[src/rtl/datablock_arbiter.sv]
// Round-robin arbiter sharing the data block between two burst requesters.
// The winner gets a fixed-length read burst driven from a wrapping address
// counter. Hit returns are counted, and a one-cycle done pulse closes the burst.
module datablock_arbiter #(
  parameter int unsigned ADDR_W    = 2,
  parameter int unsigned BURST_LEN = 4
) (
  input  logic              CLK,
  input  logic              Rbar,
  input  logic              req0,
  input  logic [ADDR_W-1:0] start_addr0,
  input  logic              req1,
  input  logic [ADDR_W-1:0] start_addr1,
  input  logic              status,
  output logic [ADDR_W-1:0] Da,
  output logic              rd_en,
  output logic              gnt0,
  output logic              gnt1,
  output logic              done0,
  output logic              done1,
  output logic [ADDR_W:0]   hit_cnt,
  output logic              busy
);

  // Beat and hit counters share a width. BURST_LEN <= 2^ADDR_W always fits.
  localparam int unsigned CntW = ADDR_W + 1;
  localparam logic [CntW-1:0] LastBeat = CntW'(BURST_LEN - 1);

  typedef enum logic [1:0] {StIdle, StBurst, StDone} state_e;

  state_e            state_q, state_d;
  logic [CntW-1:0]   beat_q, beat_d;
  logic [CntW-1:0]   hit_q, hit_d;
  logic [ADDR_W-1:0] da_q, da_d;
  logic              last_q, last_d;  // last granted requester (1 = requester 1)
  logic              rd_en_q, rd_en_d;
  logic              gnt0_q, gnt0_d;
  logic              gnt1_q, gnt1_d;
  logic              done0_q, done0_d;
  logic              done1_q, done1_d;
  logic              busy_q, busy_d;
  logic              pick1;

  // Requester 1 wins when it is alone, or on a tie when 0 was granted last.
  assign pick1 = req1 & (~req0 | ~last_q);

  // Next-state and registered-output logic for the three-state controller.
  always_comb begin
    state_d = state_q;
    beat_d  = beat_q;
    hit_d   = hit_q;
    da_d    = da_q;
    last_d  = last_q;
    rd_en_d = rd_en_q;
    gnt0_d  = gnt0_q;
    gnt1_d  = gnt1_q;
    done0_d = done0_q;
    done1_d = done1_q;
    busy_d  = busy_q;
    unique case (state_q)
      StIdle: begin
        if (req0 | req1) begin
          state_d = StBurst;
          gnt0_d  = ~pick1;
          gnt1_d  = pick1;
          da_d    = pick1 ? start_addr1 : start_addr0;
          rd_en_d = 1'b1;
          beat_d  = '0;
          hit_d   = '0;
          last_d  = pick1;
          busy_d  = 1'b1;
        end
      end
      StBurst: begin
        hit_d = hit_q + CntW'(status);
        if (beat_q == LastBeat) begin
          // Da keeps the final beat address.
          rd_en_d = 1'b0;
          done0_d = gnt0_q;
          done1_d = gnt1_q;
          state_d = StDone;
        end else begin
          beat_d = beat_q + CntW'(1);
          da_d   = da_q + ADDR_W'(1);
        end
      end
      StDone: begin
        done0_d = 1'b0;
        done1_d = 1'b0;
        gnt0_d  = 1'b0;
        gnt1_d  = 1'b0;
        busy_d  = 1'b0;
        state_d = StIdle;
      end
      default: begin
        state_d = StIdle;
      end
    endcase
  end

  // State and output registers; the pointer resets to 1 so requester 0 wins the first tie.
  always_ff @(posedge CLK or negedge Rbar) begin
    if (!Rbar) begin
      state_q <= StIdle;
      beat_q  <= '0;
      hit_q   <= '0;
      da_q    <= '0;
      last_q  <= 1'b1;
      rd_en_q <= 1'b0;
      gnt0_q  <= 1'b0;
      gnt1_q  <= 1'b0;
      done0_q <= 1'b0;
      done1_q <= 1'b0;
      busy_q  <= 1'b0;
    end else begin
      state_q <= state_d;
      beat_q  <= beat_d;
      hit_q   <= hit_d;
      da_q    <= da_d;
      last_q  <= last_d;
      rd_en_q <= rd_en_d;
      gnt0_q  <= gnt0_d;
      gnt1_q  <= gnt1_d;
      done0_q <= done0_d;
      done1_q <= done1_d;
      busy_q  <= busy_d;
    end
  end

  assign Da      = da_q;
  assign rd_en   = rd_en_q;
  assign gnt0    = gnt0_q;
  assign gnt1    = gnt1_q;
  assign done0   = done0_q;
  assign done1   = done1_q;
  assign hit_cnt = hit_q;
  assign busy    = busy_q;

endmodule

[config.mk]
export PLATFORM = sky130hd
export DESIGN_NAME = datablock_arbiter
export DESIGN_NICKNAME = d
export VERILOG_FILES = /design/src/rtl/datablock_arbiter.sv
export SDC_FILE = /design/constraint.sdc
export NUM_CORES = 1
export LEC_CHECK = 0
export ABC_CLOCK_PERIOD_IN_PS = 3900
export CORE_MARGIN = 4
export CORE_UTILIZATION = 52
export CTS_BUF_LIST = sky130_fd_sc_hd__clkbuf_16
export DETAILED_ROUTE_END_ITERATION = 10
export PLACE_DENSITY = 0.85
export REMOVE_ABC_BUFFERS = 1
export SETUP_SLACK_MARGIN = 0.05
export SKIP_LAST_GASP = 1
export SYNTH_ARGS = -nofsm -noshare
export SYNTH_HDL_FRONTEND = slang
export SYNTH_SLANG_ARGS = --single-unit
[constraint.sdc]
create_clock -name CLK -period 3.9 [get_ports CLK]
set_input_delay 0.78 -clock CLK [delete_from_list [all_inputs] [get_ports CLK]]
set_output_delay 0.78 -clock CLK [all_outputs]
set_load 0.01 [all_outputs]
-- After elaboration in Yosys (flattened, before gate mapping)
Cells that the tools add are included.
- add/sub/neg operators: 3
- multipliers: 0
- divide/modulo/power cells: 0
- order comparisons: 0
- eq/ne operators: 6
- shift operators: 0
- muxes and demuxes: 23
- bitwise operators: 6
- reductions and logical operators: 11
- operators with widths (kind ; number):
    one-hot mux 1 bit (2 select lines) ; 6
    one-hot mux 3 bit (2 select lines) ; 2
    2-to-1 mux 2 bit ; 5
    AND reduction 2 bit ; 5
    one-hot mux 2 bit (2 select lines) ; 2
    2-to-1 mux 1 bit ; 6
    2-to-1 mux 3 bit ; 2
    != test 2 bit, second input constant ; 3
    AND reduction 3 bit ; 2
    nonzero test 2 bit ; 3
    adder 3 x 1 -> 3 bit ; 1
    adder 3 x 1 -> 3 bit, second input constant ; 1
    equality test 3 x 2 -> 1 bit, second input constant ; 1
    NOT 1 bit ; 3
    adder 2 x 1 -> 2 bit, second input constant ; 1
    equality test 2 x 1 -> 1 bit, second input constant ; 1
    equality test 2 bit, second input constant ; 1
    logical NOT 2 bit ; 1
    bitwise OR 1 bit ; 2
    bitwise AND 1 bit ; 1
- register bits after elaboration: 17
- bits in latches: 0
- memory bits (writable): 0
- memory bits (read-only): 0
- input port bits: 9
- output and inout bits: 11
- word-level logic and storage cells: 60
- memories: 0

-- Depth between registers and ports, before layout
- depth after elaboration: 6
- mapped depth: 6
- gate-level depth less buffers: 5

-- Worst setup path after synthesis
OpenSTA, ideal clock, no wires.
- path type: input to register
- start point: input port req0
- end point: register da_q[0], in the netlist Da[0]
- setup time: 0.111 ns
- data arrival time: 1.577 ns
- required time: 3.789 ns
- slack: 2.212 ns
- stages: 4
- path buffers: 1
- cell sequence: or2_4 and3_4 buf_6 a222oi_1
- longest elaborated chain between the ends: 6
- elaborated cells between the ends (all ways): 9
- classes of those cells: 1 x eq/ne; 3 x mux; 4 x bitwise; 1 x reduce/logical
- ends and longest elaborated chain (what ; line ; text):
    start: declaration ; 10 ; input logic req0,
    NOT 1 bit ; 45 ; assign pick1 = req1 & (~req0 | ~last_q);
    bitwise OR 1 bit ; 45 ;
    bitwise AND 1 bit ; 45 ;
    2-to-1 mux 2 bit ; 66 ; da_d = pick1 ? start_addr1 : start_addr0;
    2-to-1 mux 2 bit ; 62 ; if (req0 | req1) begin
    one-hot mux 2 bit (2 select lines) ; 60 ; unique case (state_q)
    end signal: assignment ; 107 ; da_q <= '0;
    end signal: assignment ; 119 ; da_q <= da_d;
    end: declaration ; 34 ; logic [ADDR_W-1:0] da_q, da_d;
Several ways; a longest one is shown, not always the timed one. The select of a mux whose other input is x is not followed.
A chain may end at the register's enable or synchronous reset.

-- Worst setup path after layout
- start point: input port req1
- end point: register da_q[0], in the netlist Da[0]
- longest elaborated chain between the ends: 4
- elaborated cells between the ends (all ways): 7
- classes of those cells: 1 x eq/ne; 3 x mux; 2 x bitwise; 1 x reduce/logical
- ends and longest elaborated chain (what ; line ; text):
    start: declaration ; 12 ; input logic req1,
    bitwise AND 1 bit ; 45 ;
    2-to-1 mux 2 bit ; 66 ;
    2-to-1 mux 2 bit ; 62 ;
    one-hot mux 2 bit (2 select lines) ; 60 ;
Several ways; a longest one is shown, not always the timed one. The select of a mux whose other input is x is not followed.

==> impl_metrics.toml <==
[status]
status = "complete, no violations"

[clock_tree]
clk_latency_ns = 0.24
cts-hold-fix-buffers = 0
clockBufferDepth = 2
cts_made_buffers = 3
post_cts_buffers = 0
cts_sinks = 17
clockRootBuffer = "clkbuf_16"
clkTransAtPathRegs_ns = 0.05
htree_levels = 1
post_cts_resized = 0
cts_tree = "done"

[yosys]
synth_edf_count = 0
netlist_top_cells_count = "16 x dfrtp_1, 7 x a21oi_1, 7 x nand2_1"
yosys.cell_count.top_type = "dfrtp_1"
netlist_area_sq_um = 885
yosysSeqAreaShare_pct = 48.2
synth_top_cell_by_area = "dfrtp_1"
synth_top_area_share_pct = 45.3
yosysUniqueCellTypes = 35
synthArstFlopShare_pct = 100
synthTopCellsByArea = "dfrtp_1 45%, ha_1 7.1%, a21oi_1 4.0%, o2bb2ai_1 4.0%, dfstp_2 3.0%"
ys_ff_latch = 17
netlist_instances = 85
synth_ff_type = "dfrtp_1"
synth_warnings = 0
syn_area_per_cell_sq_um = 10.4

[worst_setup_path]
slowest_delay_ns = 0.55
crit_path_cell_trace = "clkdlybuf4s50_1, a21boi_1, mux2i_1, a222oi_1"
cp_slowest_cell = "clkdlybuf4s50_1"
critPathMaxFanout = 5
rr_worst_depth = 5
arrival_ns = 2.17
reg2reg_from = "beat_q[0]$_DFFE_PN0P_"
startpoint_type = "primary input"
worstSetupEndpointType = "register"
reg2reg_to = "Da[1]$_DFFE_PN0P_"
critical_path_class = "primary input to register"
cp_data_required_time_ns = 4.04
reg2reg_slack_ns = 2.12

[sta]
finalWorstSetupSlack_ns = 1.87
min_period_ns = 2.03
drv_slew = 0
setup_violations = 0
hold_viol_final = 0
tightest_slew_ns = 0.723
period_share_pct = 52.1
tns_ns = 0
max_freq_mhz = 492
rsz0062_at_grt = "false"
skew_ns = 0.000675
relSlewSlack_pct = 51.6

[global_route]
antenna_found_initial = 0
grt_pass1_vias = 688
grt_pass1_wl_mm = 3.11
grt_overflow = 0
grt_max_degree = 18
grt_usage_pct = 16.6

[finish]
fillers = 106
final_cells = 120
final_area_sq_um = 1150
diodes = 0
drive_above_1_share_pct = 7.69
syn2layout_area_growth_pct = 30.1
final_nets = 119

[place]
placedCellCount = 116
place.gp.congestion = 0.833
pre_cts_ws_ns = 1.61
dpl_cell_area_sq_um = 1070
hpwl_mm = 1.31
port_buffers = 19

[floorplan]
rows = 14
core_area_sq_um = 1560
ios = 20
die-area_sq_um = 2430
dieWidth_um = 49.2
die_y_um = 49.2
start_util_pct = 56.7

[power_and_ir_drop]
p_leak_nw = 0.516
power_density_nw_per_um2 = 851
peakVddDrop_v = 0.000427

[job]
drv_cap = 0

[min_path]
hold_start = "rd_en$_DFFE_PN0P_"
min_to = "rd_en$_DFFE_PN0P_"
whs_path_depth = 1
hp-class = "register to register"

[routing]
drc_errors = 0
wl_per_cell_um = 14.4
vias_per_cell = 5.78
vias = 694
first_iter_violations = 10
dr.pass1.iters = 4
antenna_left = 0
drt-total-wl_mm = 1.72
## metal layers
layer | vias up | global-route usage (%) | part of all wire, % | routed length (um)
met1 | 327 | 20.0 | 46 | 792
met3 | 5 | 3.36 | 4.1 | 71
li1 | 342 | - | - | -
met5 | - | 0 | 0 | 0
met4 | 0 | 7.58 | 1.8 | 31
met2 | 20 | 28.1 | 48 | 827
## logic make-up after synthesis
| group | Yosys count | share of synthesized area, % |
|---|---|---|
| AO/OA/AOI/OAI | 25 | 19.1 |
| XOR/XNOR | 1 | 0.990 |
| adder cells (fa/ha/maj) | 5 | 7.07 |
| buffers and inverters | 10 | 5.23 |
| flip-flops | 17 | 48.2 |
| multiplexers | 3 | 3.54 |
| AND/OR/NAND/NOR | 24 | 15.8 |
## cells in the final DEF, fill, tap and decap left out, drive strengths merged
cell and count:
nor2 2, o32ai 1, o2bb2ai 4, ha 5, a21boi 1, dfrtp 16, o21ai 5, clkdlybuf4s50 19
or2 1, a222oi 1, mux2i 2, nand2 7, nor2b 2, and2 2, nor3 2, and3 3
nand2b 1, dfstp 1, a32oi 1, a21o 2, a21oi 7, nor4bb 1, a211oi 2, nand3b 1
mux2 1, xor2 1, clkinv 1, inv 6, nor3b 1, a311oi 1, or2b 1, clkbuf 3
## per-stage QoR
| stage | hold WS (ns) | util, % | power [mW] |
|---|---|---|---|
| finish | 0.486 | 73.8 | 0.980 |
| CTS | 0.496 | 73.8 | 0.987 |
| global route | 0.521 | 73.8 | 1.06 |
| global placement | 0.472 | 68.7 | 0.760 |
| floorplan | 0.484 | - | 0.592 |
| detailed placement | 0.485 | 68.7 | 0.783 |
## power by group
part | leakage, nW | switching, mW | internal (mW)
sequential | 0.197 | 0.0786 | 0.267
clock | 0.0409 | 0.0635 | 0.137
combinational | 0.278 | 0.200 | 0.234
## registers in the layout, summed over array words and instances, names as in the netlist
register  cells
done0         1
beat_q        3
last_q        1
hit_cnt       3
done1         1
gnt0          1
busy          1
gnt1          1
state_q       2
Da            2
rd_en         1
## layout make-up
| class | instances | area [sq um] | area share, % |
|---|---|---|---|
| Clock inverter | 1 | 5.00 | 0.435 |
| Inverter | 6 | 22.5 | 1.96 |
| Clock buffer | 3 | 75.1 | 6.52 |
| Sequential cell | 17 | 427 | 37.1 |
| Tap cell | 16 | 20.0 | 1.74 |
| Timing Repair Buffer | 19 | 190 | 16.5 |
| Multi-Input combinational cell | 58 | 412 | 35.8 |
## critical path, delay by kind of cell
family | cells | cell delay, ns
mux | 1 | 0.13
buf+inv | 1 | 0.55
compound gates | 2 | 0.71
## how the worst max path moves through the flow
stage                     from           endpoint  slack, ns  cells past startpoint
after floorplan           req0  Da[0]$_DFFE_PN0P_       2.30                      3
after global placement    req1  Da[0]$_DFFE_PN0P_       1.72                      4
after detailed placement  req1  Da[0]$_DFFE_PN0P_       1.61                      4
after CTS                 req1  Da[0]$_DFFE_PN0P_       1.86                      4
after global routing      req1  Da[1]$_DFFE_PN0P_       1.79                      4
final                     req1  Da[0]$_DFFE_PN0P_       1.87                      4
(Power assumes the default switching activity.)
